$ cat src/rtl/intest_bist_controller.sv
// BIST driver/checker for the serial-adder CUT: LFSR pattern source, start/done
// handshake with per-pattern timeout, MISR response compaction and golden compare.
module intest_bist_controller #(
  parameter int unsigned     NUM_PATTERNS = 256,
  parameter int unsigned     TIMEOUT      = 64,
  parameter logic [127:0]    LFSR_SEED    = 128'h1,
  parameter logic [65:0]     GOLDEN_SIG   = 66'h0
) (
  input  logic           cirCLK,
  input  logic           cirRST,
  input  logic           bistStart,
  input  logic [65:0]    cutOutput,
  output logic           cutStart,
  output logic [127:0]   cutInput,
  output logic           bistBusy,
  output logic           bistDone,
  output logic           bistPass,
  output logic           bistTimeout,
  output logic [65:0]    signature,
  output logic [15:0]    patternCount
);

  localparam int unsigned W_LFSR = 128;
  localparam int unsigned W_MISR = 66;
  localparam int unsigned W_CNT  = 16;

  // An all-zero seed would lock the LFSR, so it is replaced by 1.
  localparam logic [W_LFSR-1:0] SEED_EFF = (LFSR_SEED == '0) ? W_LFSR'(1) : LFSR_SEED;
  localparam logic [W_CNT-1:0]  NUM_CNT  = W_CNT'(NUM_PATTERNS);
  localparam logic [W_CNT-1:0]  TMO_CNT  = W_CNT'(TIMEOUT);

  typedef enum logic [2:0] {
    S_IDLE    = 3'd0,
    S_APPLY   = 3'd1,
    S_WAIT    = 3'd2,
    S_CAPTURE = 3'd3,
    S_COMPARE = 3'd4,
    S_FINISH  = 3'd5
  } state_t;

  state_t              r_state;
  logic [W_LFSR-1:0]   r_lfsr;
  logic [W_MISR-1:0]   r_misr;
  logic [W_CNT-1:0]    r_timer;
  logic [W_CNT-1:0]    r_count;
  logic                r_cut_start;
  logic                r_busy;
  logic                r_done;
  logic                r_pass;
  logic                r_timeout;

  state_t              w_state_next;
  logic [W_LFSR-1:0]   w_lfsr_next;
  logic [W_MISR-1:0]   w_misr_next;
  logic [W_CNT-1:0]    w_timer_next;
  logic [W_CNT-1:0]    w_count_next;
  logic                w_pass_next;
  logic                w_timeout_next;
  logic                w_cut_start_next;
  logic                w_busy_next;
  logic                w_done_next;

  logic [W_LFSR-1:0]   w_lfsr_shift;
  logic [W_MISR-1:0]   w_misr_shift;
  logic                w_done_qual;

  assign w_lfsr_shift = {r_lfsr[126:0], r_lfsr[127] ^ r_lfsr[125] ^ r_lfsr[100] ^ r_lfsr[98]};
  assign w_misr_shift = {r_misr[64:0], r_misr[65] ^ r_misr[64] ^ r_misr[55] ^ r_misr[46]};

  // Timer is zero only in the first WAIT cycle, which blanks a stale done.
  assign w_done_qual = cutOutput[0] && (r_timer != '0);

  // Next-state and next-register logic.
  always_comb begin
    w_state_next   = r_state;
    w_lfsr_next    = r_lfsr;
    w_misr_next    = r_misr;
    w_timer_next   = r_timer;
    w_count_next   = r_count;
    w_pass_next    = r_pass;
    w_timeout_next = r_timeout;

    unique case (r_state)
      S_IDLE, S_FINISH: begin
        if (bistStart) begin
          w_state_next   = S_APPLY;
          w_lfsr_next    = SEED_EFF;
          w_misr_next    = '0;
          w_timer_next   = '0;
          w_count_next   = '0;
          w_pass_next    = 1'b0;
          w_timeout_next = 1'b0;
        end
      end

      S_APPLY: begin
        w_timer_next = '0;
        w_state_next = S_WAIT;
      end

      S_WAIT: begin
        w_timer_next = r_timer + W_CNT'(1);
        if (w_done_qual) begin
          w_state_next = S_CAPTURE;
        end else if (r_timer >= TMO_CNT) begin
          w_state_next   = S_FINISH;
          w_timeout_next = 1'b1;
          w_pass_next    = 1'b0;
        end
      end

      S_CAPTURE: begin
        w_misr_next = w_misr_shift ^ cutOutput;
        w_lfsr_next = w_lfsr_shift;
        if (r_count < NUM_CNT) begin
          w_count_next = r_count + W_CNT'(1);
        end
        w_state_next = (w_count_next == NUM_CNT) ? S_COMPARE : S_APPLY;
      end

      S_COMPARE: begin
        w_pass_next  = (r_misr == GOLDEN_SIG);
        w_state_next = S_FINISH;
      end

      default: begin
        w_state_next = S_IDLE;
      end
    endcase

    w_cut_start_next = (w_state_next == S_APPLY);
    w_busy_next      = (w_state_next == S_APPLY)   || (w_state_next == S_WAIT) ||
                       (w_state_next == S_CAPTURE) || (w_state_next == S_COMPARE);
    w_done_next      = (w_state_next == S_FINISH);
  end

  // State and output registers.
  always_ff @(posedge cirCLK or posedge cirRST) begin
    if (cirRST) begin
      r_state     <= S_IDLE;
      r_lfsr      <= SEED_EFF;
      r_misr      <= '0;
      r_timer     <= '0;
      r_count     <= '0;
      r_cut_start <= 1'b0;
      r_busy      <= 1'b0;
      r_done      <= 1'b0;
      r_pass      <= 1'b0;
      r_timeout   <= 1'b0;
    end else begin
      r_state     <= w_state_next;
      r_lfsr      <= w_lfsr_next;
      r_misr      <= w_misr_next;
      r_timer     <= w_timer_next;
      r_count     <= w_count_next;
      r_cut_start <= w_cut_start_next;
      r_busy      <= w_busy_next;
      r_done      <= w_done_next;
      r_pass      <= w_pass_next;
      r_timeout   <= w_timeout_next;
    end
  end

  assign cutStart     = r_cut_start;
  assign cutInput     = r_lfsr;
  assign bistBusy     = r_busy;
  assign bistDone     = r_done;
  assign bistPass     = r_pass;
  assign bistTimeout  = r_timeout;
  assign signature    = r_misr;
  assign patternCount = r_count;

endmodule

$ cat config.mk
export PLATFORM = sky130hd
export DESIGN_NAME = intest_bist_controller
export DESIGN_NICKNAME = d
export VERILOG_FILES = /design/src/rtl/intest_bist_controller.sv
export SDC_FILE = /design/constraint.sdc
export NUM_CORES = 1
export LEC_CHECK = 0
export BUFFER_PORTS_ARGS = -buffer_cell sky130_fd_sc_hd__buf_2
export CAP_MARGIN = 5
export CORE_MARGIN = 2
export CORE_UTILIZATION = 47
export CTS_CLUSTER_SIZE = 30
export DETAILED_ROUTE_END_ITERATION = 6
export PLACE_DENSITY = 0.76
export SLEW_MARGIN = 20
export SYNTH_ARGS = -nofsm -noshare
export SYNTH_HDL_FRONTEND = slang
export SYNTH_SLANG_ARGS = --single-unit
$ cat constraint.sdc
create_clock -name cirCLK -period 8.25 [get_ports cirCLK]
set_clock_uncertainty 0.15 [all_clocks]
set_input_delay 1.65 -clock cirCLK [delete_from_list [all_inputs] [get_ports cirCLK]]
set_output_delay 1.65 -clock cirCLK [all_outputs]
set_load 0.1 [all_outputs]
==> summary.md, run 1 <==
| Metric | Value |
|---|---|
| Final period util | `41.7%` |
| Worst slack at placement | `approximately 3.9 ns` |
| Syn nets | `907` |
| Most frequent cells in the layout | `buf_2 (283), dfrtp_1 (233), a22o_1 (128)` |
| Max incr delay on CP | `0.72 ns` |
| Synth Instances | `834` |
| Number of post-CTS setup repair buffers | `0` |
| Full die area | `around 22000 sq um` |
| Peak supply drop | `183 uV` |
| Hold-fix buffers, CTS | `0` |
| Boundary pin count | `between 200 and 300` |
| Lkg Pwr | `0.00624 uW` |
| CP Capture Type | `flop` |
| Cell breakdown of the critical path | `buf_2, nand2_1, o21bai_1, a22oi_2, buf_6, buf_4, nand2_1, o21ai_0` |
| R2r startpoint | `r_state[2]` |
| Setup crit start | `bistStart` |
| Worst hold slack | `0.362 ns` |
| Avg Inst Size Synth | `11.6 sq um` |
| FMAX | `291 MHz` |
| Depth of the CTS H-tree | `1` |
| PortBufs | `283` |
| Initial antenna violation count | `1` |
| Startpoint Class | `input pin` |
| Top FF cell, synth | `dfrtp_1` |
| Total core area | `20200 sq um` |
| Slew @ Worst Pin | `between 0.9 and 1 ns` |
| Post-synth ARST share | `100%` |
| HP Start | `patternCount[14]` |
| Largest net degree at the start of global routing | `157` |
| Residual DRC | `0` |
| Netlist Area Pre-Place | `~9700 sq um` |
| Core Util, Final | `60.6%` |
| GR Util All Layers | `between 20% and 30%` |
| Status | `completed` |
| FILL cells | `1654` |
| Die H | `148 um` |
| Average wire per standard cell | `roughly 18 um` |
| Via Count | `7563` |
| Post-DR vias/cell | `5.45` |
| Worst Path Max Fanout | `91` |
| Hold Path Class | `reg2reg` |
| Clock Latency Late Sink | `0.51 ns` |
| Final setup margin | `4.81 ns` |
| CTS buffer count | `25` |
| Initial core utilization | `around 48%` |
| Clock transition at the registers of the reported paths | `0.06 ns` |
| Most common cell after layout, fill and taps aside | `buf_2` |
| CP most frequent cell | `nand2_1` |
| Minimum period implied by the final worst setup slack | `3.44 ns` |
| Final net count | `1172` |
| Share of layout cells above drive strength 1 | `30.7%` |
| Clk Tree Root Cell | `clkbuf_16` |
| Cell Rows | `52` |
| Fin. max-slew vios | `0` |
| WL final | `24700 um` |
| Synth Register Bits | `234` |
| DP HPWL | `about 16000 um` |
| PostCTS Resize Cnt | `0` |
| Initial DRC count | `around 440` |
| Syn. warnings | `0` |
| First-pass GRT wire length | `39500 um` |
| Slowest-stage cell, CP | `buf_4` |
| RSZ-0062 raised after global routing | `false` |
| CTS tree | `done` |
| Netlist cell types | `50` |
| Final setup fails | `0` |
| Area delta synth->final | `26.6%` |
| Antenna viol nets, final | `0` |
| Crit path DAT | `3.71 ns` |
| Bufs on Longest Clock Path | `3` |
| Setup TNS | `0 ns` |
| Vias in the first global route | `about 7300` |
| Clk sinks | `234` |
| Die X | `148 um` |
| Total gr overflow | `0` |
| MaxCap Viol Count | `0` |
| Pwr dens | `between 300 and 400 nW/um^2` |
| Hold Vio Cnt, Final | `0` |
| Post-synth EDFFs | `0` |
| Worst EP required | `8.51 ns` |
| Slew headroom | `37.6%` |
| DR pass1 iterations | `5` |
| Post-synthesis sequential area ratio | `between 60% and 70%` |
| Crit Path Category | `in2reg` |
| Routability Congestion | `a little over 0.8` |
[registers in the layout, indices dropped and copies added, names as in the netlist]
name and count:
signature 66, cutStart 1, bistDone 1, r_state 3, bistTimeout 1, r_timer 16, cutInput 128, patternCount 16
bistBusy 1, bistPass 1
[worst max-delay path, delay by kind of cell]
family / cells / cell delay, ns
AOI/OAI and AO/OA: 3 / 0.67
and+or+nand+nor: 2 / 0.22
buffers and inverters: 3 / 1.11
[metal layers]
layer / wire length, um / track usage (%) / vias to the layer above / share of wire (%)
li1: - / - / 3523 / -
met1: 10700 / 31.9 / 3740 / 43
met2: 11500 / 33.6 / 269 / 47
met3: 2150 / 6.82 / 31 / 8.7
met4: 327 / 4.86 / 0 / 1.3
met5: 0 / 0 / - / 0
[metrics by stage]
stage          instance area [sq um]  cells  power [uW]
2_1_floorplan                   9680    834        2920
3_3_place_gp                   11300   1340        3250
3_5_place_dp                   11300   1340        3270
4_1_cts                        12200   1384        4500
5_1_grt                        12300   1386        4690
6_report                       12300   1387        4480
[cells by family after synthesis]
kind of cell	after synthesis	synth area share, %
compound gates	250	18.9
flops	234	60.5
simple gates	193	9.72
xor+xnor	85	7.69
buf+inv	67	2.61
fa+ha+maj	5	0.620
[cell usage after synthesis, types with 3 or more instances]
| cell type | instances | area, sq um |
|---|---|---|
| dfrtp_1 | 233 | 5830 |
| a22o_1 | 128 | 1120 |
| nand2_1 | 88 | 330 |
| xnor2_1 | 80 | 701 |
| o21ai_0 | 77 | 385 |
| clkbuf_1 | 48 | 180 |
| nor2_1 | 25 | 93.8 |
| nor4_1 | 19 | 119 |
| inv_1 | 15 | 56.3 |
| o21ai_1 | 12 | 60.1 |
| nand3_1 | 11 | 55.1 |
| nand4_1 | 11 | 68.8 |
| nor3_1 | 11 | 55.1 |
| and2_1 | 8 | 50.1 |
| a21oi_1 | 6 | 30.0 |
| xor2_1 | 5 | 43.8 |
| ha_1 | 4 | 50.1 |
| or4_1 | 4 | 30.0 |
| a31oi_1 | 3 | 18.8 |
| buf_1 | 3 | 11.3 |
| nor4b_1 | 3 | 26.3 |
[worst paths after layout]
| path | endpoint | slack [ns] | cells after the start |
|---|---|---|---|
| worst max-delay path | signature[42] | 4.81 | 8 |
| worst min-delay path | patternCount[14] | 0.36 | 1 |
| worst max register to register | signature[42] | 5.28 | 7 |
| worst min register to register | patternCount[14] | 0.36 | 1 |
| max in group asynchronous | signature[36] | 5.55 | 3 |
| min in group asynchronous | signature[60] | 1.11 | 2 |
[cell type report]
cell class / count / area [sq um] / share of cell area [%]
Clock buffer: 30 / 674 / 5.50
Tap cell: 270 / 338 / 2.76
Timing Repair Buffer: 290 / 1500 / 12.2
Sequential cell: 234 / 5860 / 47.8
Antenna cell: 1 / 2.50 / 0.0204
Clock inverter: 14 / 229 / 1.87
Inverter: 15 / 68.8 / 0.561
Multi-Input combinational cell: 533 / 3590 / 29.3
[report_power, final]
part / total [uW] / internal [uW] / switching [uW]
clock: 1220 / 768 / 447
sequential: 1470 / 1290 / 182
combinational: 1800 / 336 / 1470
No activity file was read; power rests on OpenSTA's default activity.
==> run 2, diff against run 1 <==
==> constraint.sdc (replaced) <==
create_clock -name cirCLK -period 3 [get_ports cirCLK]
set_clock_uncertainty 0.15 [all_clocks]
set_input_delay 0.6 -clock cirCLK [delete_from_list [all_inputs] [get_ports cirCLK]]
set_output_delay 0.6 -clock cirCLK [all_outputs]
set_load 0.1 [all_outputs]
==> run 2 against run 1 <==
Die area stayed put. Utilization is 0.31 points higher. First-iteration DRC count is 3.9% lower. Via count is 1.5% higher. Largest cell class unchanged. Non-clock buffer count is 11 higher. Count of clock-buffer cells in the layout is 5 higher. Design area is 0.51% higher. Sequential power grew to 2.7 times the previous value. Worst setup slack worse by 4.4 ns. Register-to-register slack worse by 4.9 ns. Sequential share of layout area is 0.24 points lower.
==> summary.md, run 2 (synthesis results as in run 1) <==
| Metric | Value |
|---|---|
| Status | `completed` |
| FMAX | `roughly 380 MHz` |
| Clock Latency Late Sink | `0.51 ns (about the same)` |
| DP HPWL | `17200 um (+4.5%)` |
| PortBufs | `283 (unchanged)` |
| WL final | `25100 um (+1.8%)` |
| Clk sinks | `234 (unchanged)` |
| Initial antenna violation count | `1 (unchanged)` |
| Slowest-stage cell, CP | `or4_1` |
| Depth of the CTS H-tree | `1 (unchanged)` |
| Total core area | `20200 sq um (unchanged)` |
| Initial core utilization | `47.9% (unchanged)` |
| Full die area | `21800 sq um (unchanged)` |
| CP Capture Type | `flop` |
| Worst path top cell family by delay | `simple AND/OR/NAND/NOR gates` |
| Pwr dens | `995 nW/um^2 (+170%)` |
| Average wire per standard cell | `18.0 um (+0.95%)` |
| Crit Path Category | `reg2reg` |
| Largest net degree at the start of global routing | `104 (-34%)` |
| Final net count | `1182 (+0.85%)` |
| CP bufs+invs | `0 (-3)` |
| Routability Congestion | `0.868 (+4.3%)` |
| Antenna viol nets, final | `0 (unchanged)` |
| Cell breakdown of the critical path | `or4_1, or4_1, a21o_1, a2111oi_4, a21oi_1` |
| Boundary pin count | `284 (unchanged)` |
| DR pass1 iterations | `5 (unchanged)` |
| Share of layout cells above drive strength 1 | `31.0% (+0.23 points)` |
| Slew headroom | `50.2% (+13 points)` |
| Via Count | `7680 (+1.5%)` |
| Total gr overflow | `0 (unchanged)` |
| Hold Vio Cnt, Final | `0 (unchanged)` |
| Die X | `148 um (unchanged)` |
| Peak supply drop | `447 uV (+140%)` |
| Most common cell after layout, fill and taps aside | `buf_2` |
| Clock transition at the registers of the reported paths | `0.06 ns (about the same)` |
| Startpoint Class | `flop` |
| Hold Path Class | `in2reg` |
| CTS tree | `done` |
| Final setup margin | `0.397 ns (-4.41 ns)` |
| Initial DRC count | `422 (-3.9%)` |
| Worst EP required | `3.19 ns (-5.32 ns)` |
| Final period util | `slightly below 90%` |
| Slew @ Worst Pin | `0.746 ns (-0.190 ns)` |
| Fin. max-slew vios | `0 (unchanged)` |
| Worst slack at placement | `0.471 ns (-3.44 ns)` |
| GR Util All Layers | `22.5% (+0.24 points)` |
| Worst Path Max Fanout | `6 (-93%)` |
| Final setup fails | `0 (unchanged)` |
| Post-DR vias/cell | `5.49 (+0.75%)` |
| R2r setup slk | `0.40 ns (-4.88 ns)` |
| Minimum period implied by the final worst setup slack | `2.60 ns` |
| Die H | `148 um (unchanged)` |
| Residual DRC | `0 (unchanged)` |
| PostCTS Resize Cnt | `0 (unchanged)` |
| Cell Rows | `52 (unchanged)` |
| Lkg Pwr | `0.00628 uW (+0.59%)` |
| CTS buffer count | `24 (-4.0%)` |
| Crit path DAT | `2.80 ns (-0.91 ns)` |
| Max incr delay on CP | `0.69 ns (-0.03 ns)` |
| RSZ-0062 raised after global routing | `false` |
| Worst hold slack | `0.225 ns (-0.137 ns)` |
| Area delta synth->final | `27.2%` |
| Most frequent cells in the layout | `buf_2 (283), dfrtp_1 (233), a22o_1 (128)` |
| Clk Tree Root Cell | `clkbuf_16` |
| Layout Cells excl Fill | `1398 (+0.79%)` |
| MaxCap Viol Count | `0 (unchanged)` |
| Post-Place Cells | `1352 (+0.90%)` |
| Vias in the first global route | `7470 (+2.3%)` |
| Max reg flops | `128 (unchanged)` |
| First-pass GRT wire length | `39800 um (+0.77%)` |
| CP most frequent cell | `or4_1` |
| Total Power | `12300 uW (+170%)` |
| Bufs on Longest Clock Path | `3 (unchanged)` |
[run 2: cell types whose count changed in the layout (fill, tap and decap cells not counted), moves of 2 or more]
cell       before  now
buf_4           4   10
buf_6           2    0
bufinv_16       6    3
clkbuf_1        2    6
buf_12          0    7
[run 2: tightest hold or removal path: cells and delay by family]
kind            cells  cell delay, ns
xor+xnor            1            0.05
buf+inv             1            0.09
compound gates      1            0.10
[run 2: where the power goes]
group | leakage, uW | total [uW] | switching (uW) | internal, uW
Combinational | 0.00267 | 5130 | 4070 | 1060
Sequential | 0.00320 | 4020 | 487 | 3540
Clock | 0.000406 | 3110 | 1220 | 1890
Total | 0.00628 | 12300 | 5780 | 6480
[run 2: final cells by class]
cell class | instances | area (sq um)
Clock buffer | 35 | 703
Clock inverter | 9 | 126
Inverter | 15 | 60.1
Timing Repair Buffer | 301 | 1640
Tap cell | 270 | 338
Sequential cell | 234 | 5860
Fill cell | 1645 | 7920
Multi-Input combinational cell | 533 | 3590
Antenna cell | 1 | 2.50
[run 2: final timing paths]
check	from	to	cells after the start
setup / recovery	patternCount[12]	cutStart	5
min in group asynchronous	cirRST	cutInput[9]	3
hold reg to reg	patternCount[14]	patternCount[14]	1
max in group asynchronous	cirRST	cutInput[88]	4
setup reg to reg	patternCount[12]	cutStart	5
hold / removal	cutOutput[60]	signature[60]	3
[run 2: metrics by stage]
step           area [sq um]  util, %  TNS [ns]
2_1_floorplan          9690        -   -189.46
5_1_grt               12300     60.9         0
3_5_place_dp          11500     56.7         0
6_report              12300     60.9         0
3_3_place_gp          11500     56.7         0
4_1_cts               12300     60.9         0
[run 2: metal layers]
metal	global-route usage (%)	part of all wire, %
met1	30.7	42
met2	35.9	47
met3	6.54	8.5
met4	5.38	2.0
met5	0	0
[run 2: repair_timing]
item,in CTS,in global routing
hold buffers,1,0
setup buffers,0,0
hold endpoints to repair,8,0
==> run 3, diff against run 2 <==
--- a/config.mk
+++ b/config.mk
@@ -12,6 +12,7 @@
 export CTS_CLUSTER_SIZE = 30
 export DETAILED_ROUTE_END_ITERATION = 6
 export PLACE_DENSITY = 0.76
+export RECOVER_POWER = 25
 export SLEW_MARGIN = 20
 export SYNTH_ARGS = -nofsm -noshare
 export SYNTH_HDL_FRONTEND = slang
==> run 3 against run 2 <==
Global-route usage did not move. Count of clock-buffer cells in the layout did not move. Flip-flop and latch count did not move. Routed wire length rose by 0.19%. Non-clock buffer count did not move. Register-to-register slack got worse by 0.02 ns. Clock power barely moved. Via count rose by 0.21%. Die area did not move.
==> summary.md, run 3 (synthesis results as in run 1) <==
| Metric | Value |
|---|---|
| Status | `completed` |
| Fin. max-slew vios | `0 (unchanged)` |
| Final setup fails | `0 (unchanged)` |
| Hold Path Class | `in2reg` |
| Slew @ Worst Pin | `1.24 ns (+0.495 ns)` |
| MaxCap Viol Count | `0 (unchanged)` |
| GR Util All Layers | `22.5% (unchanged)` |
| Clk sinks | `234 (unchanged)` |
| Most common cell after layout, fill and taps aside | `buf_2` |
| Lkg Pwr | `0.00627 uW (-0.17%)` |
| CP Capture Type | `flop` |
| Max reg flops | `128 (unchanged)` |
| WL final | `25200 um (+0.19%)` |
| Total gr overflow | `0 (unchanged)` |
| Total core area | `20200 sq um (unchanged)` |
| Initial core utilization | `47.9% (unchanged)` |
| Crit path DAT | `2.81 ns (about the same)` |
| Area delta synth->final | `27.1% (about the same)` |
| PortBufs | `283 (unchanged)` |
| Peak supply drop | `447 uV (about the same)` |
| Most frequent cells in the layout | `buf_2 (283), dfrtp_1 (233), a22o_1 (128)` |
| First-pass GRT wire length | `39800 um (unchanged)` |
| Pwr dens | `996 nW/um^2 (+0.12%)` |
| Minimum period implied by the final worst setup slack | `2.62 ns (+0.0175 ns)` |
| Crit Path Category | `reg2reg` |
| Bufs on Longest Clock Path | `3 (unchanged)` |
| Initial DRC count | `439 (+4.0%)` |
| Number of post-CTS setup repair buffers | `0 (unchanged)` |
| RSZ-0062 raised after global routing | `false` |
| Final period util | `87.3% (+0.58 points)` |
| Average wire per standard cell | `18.0 um (+0.19%)` |
| CP bufs+invs | `0 (unchanged)` |
| Layout Cells excl Fill | `1398 (unchanged)` |
| Final net count | `1182 (unchanged)` |
| Post-DR vias/cell | `5.51 (+0.21%)` |
| FMAX | `382 MHz (-0.67%)` |
| Residual DRC | `0 (unchanged)` |
| Largest net degree at the start of global routing | `104 (unchanged)` |
| DP HPWL | `17200 um (unchanged)` |
| Clock Latency Late Sink | `0.51 ns (about the same)` |
| Depth of the CTS H-tree | `1 (unchanged)` |
| Max incr delay on CP | `0.69 ns (about the same)` |
| Post-Place Cells | `1352 (unchanged)` |
| FF/Latch Area | `5860 sq um (unchanged)` |
| Slew headroom | `17.3% (-33 points)` |
| Boundary pin count | `284 (unchanged)` |
| Worst path top cell family by delay | `simple AND/OR/NAND/NOR gates` |
| Full die area | `21800 sq um (unchanged)` |
| FILL cells | `1644 (-0.061%)` |
| Vias in the first global route | `7470 (unchanged)` |
| Multi-input gate area | `3590 sq um (unchanged)` |
| Startpoint Class | `flop` |
| Worst EP required | `3.19 ns (about the same)` |
| Routability Congestion | `0.868 (unchanged)` |
| Clock transition at the registers of the reported paths | `0.06 ns (about the same)` |
| Worst hold slack | `0.223 ns (-0.00226 ns)` |
| DR pass1 iterations | `5 (unchanged)` |
| Die X | `148 um (unchanged)` |
| CTS tree | `done` |
| Worst Path Max Fanout | `8 (+2)` |
| Share of layout cells above drive strength 1 | `30.9% (-0.089 points)` |
| Cell breakdown of the critical path | `or4_1, nor2_1, a41oi_1, a2111oi_4, a21oi_1` |
| Hold Vio Cnt, Final | `0 (unchanged)` |
| Initial antenna violation count | `1 (unchanged)` |
| Via Count | `7696 (+0.21%)` |
| Slowest-stage cell, CP | `or4_1` |
| Die H | `148 um (unchanged)` |
| Core Util, Final | `60.8% (about the same)` |
| Setup TNS | `0 ns (unchanged)` |
| Antenna viol nets, final | `0 (unchanged)` |
| Clk Tree Root Cell | `clkbuf_16` |
| CTS buffer count | `24 (unchanged)` |
| Cell Rows | `52 (unchanged)` |
-- run 3: changes by cell type in the layout (fill, tap and decap cells not counted), sizes merged --
cell / delta
buf: -2
clkbuf: +2
-- run 3: power breakdown --
| group | switching [uW] | internal [uW] | total, uW | leakage (uW) |
|---|---|---|---|---|
| registers | 490 | 3540 | 4030 | 0.00320 |
| logic | 4070 | 1060 | 5130 | 0.00266 |
| clock network | 1220 | 1890 | 3110 | 0.000406 |
| total | 5790 | 6480 | 12300 | 0.00627 |
-- run 3: layout make-up --
type | instances | area share [%]
diodes | 1 | 0.0203
repair buffers | 301 | 13.3
inverters | 15 | 0.468
multi-input cells | 533 | 29.2
clock buffers | 35 | 5.71
well taps | 270 | 2.74
clock inverters | 9 | 1.03
flip-flops and latches | 234 | 47.6
-- run 3: routing by layer --
metal  vias to the layer above  GRT usage (%)  wire [um]
li1                       3557              -          -
met1                      3780           30.7      10500
met2                       315           35.9      11900
met3                        44           6.54       2280
met4                         0           5.38        493
met5                         -              0          0
-- run 3: tightest hold or removal path, cell delays in order --
cell,delay [ns]
buf_2,0.09
xnor2_1,0.05
o21ai_1,0.10
-- run 3: path summary, 6_finish.rpt --
kind | from | depth (start not counted) | end | slack, ns
max in group asynchronous | cirRST | 4 | cutInput[21] | 0.73
min in group asynchronous | cirRST | 3 | cutInput[9] | 0.49
setup reg to reg | patternCount[12] | 5 | cutStart | 0.38
hold / removal | cutOutput[60] | 3 | signature[60] | 0.22
setup / recovery | patternCount[12] | 5 | cutStart | 0.38
hold reg to reg | patternCount[13] | 1 | patternCount[13] | 0.36
-- run 3: through the flow --
stage          area [sq um]  total power [uW]  setup WS (ns)
2_1_floorplan          9690              8030         -0.813
4_1_cts               12300             12400          0.412
3_5_place_dp          11500              9220          0.471
3_3_place_gp          11500              9150          0.558
5_1_grt               12300             12800          0.236
6_report              12300             12300          0.380
-- run 3: what timing repair did --
item,4_1_cts,5_1_grt
hold buffers,1,0
hold endpoints to repair,8,0
gates resized for setup,0,0
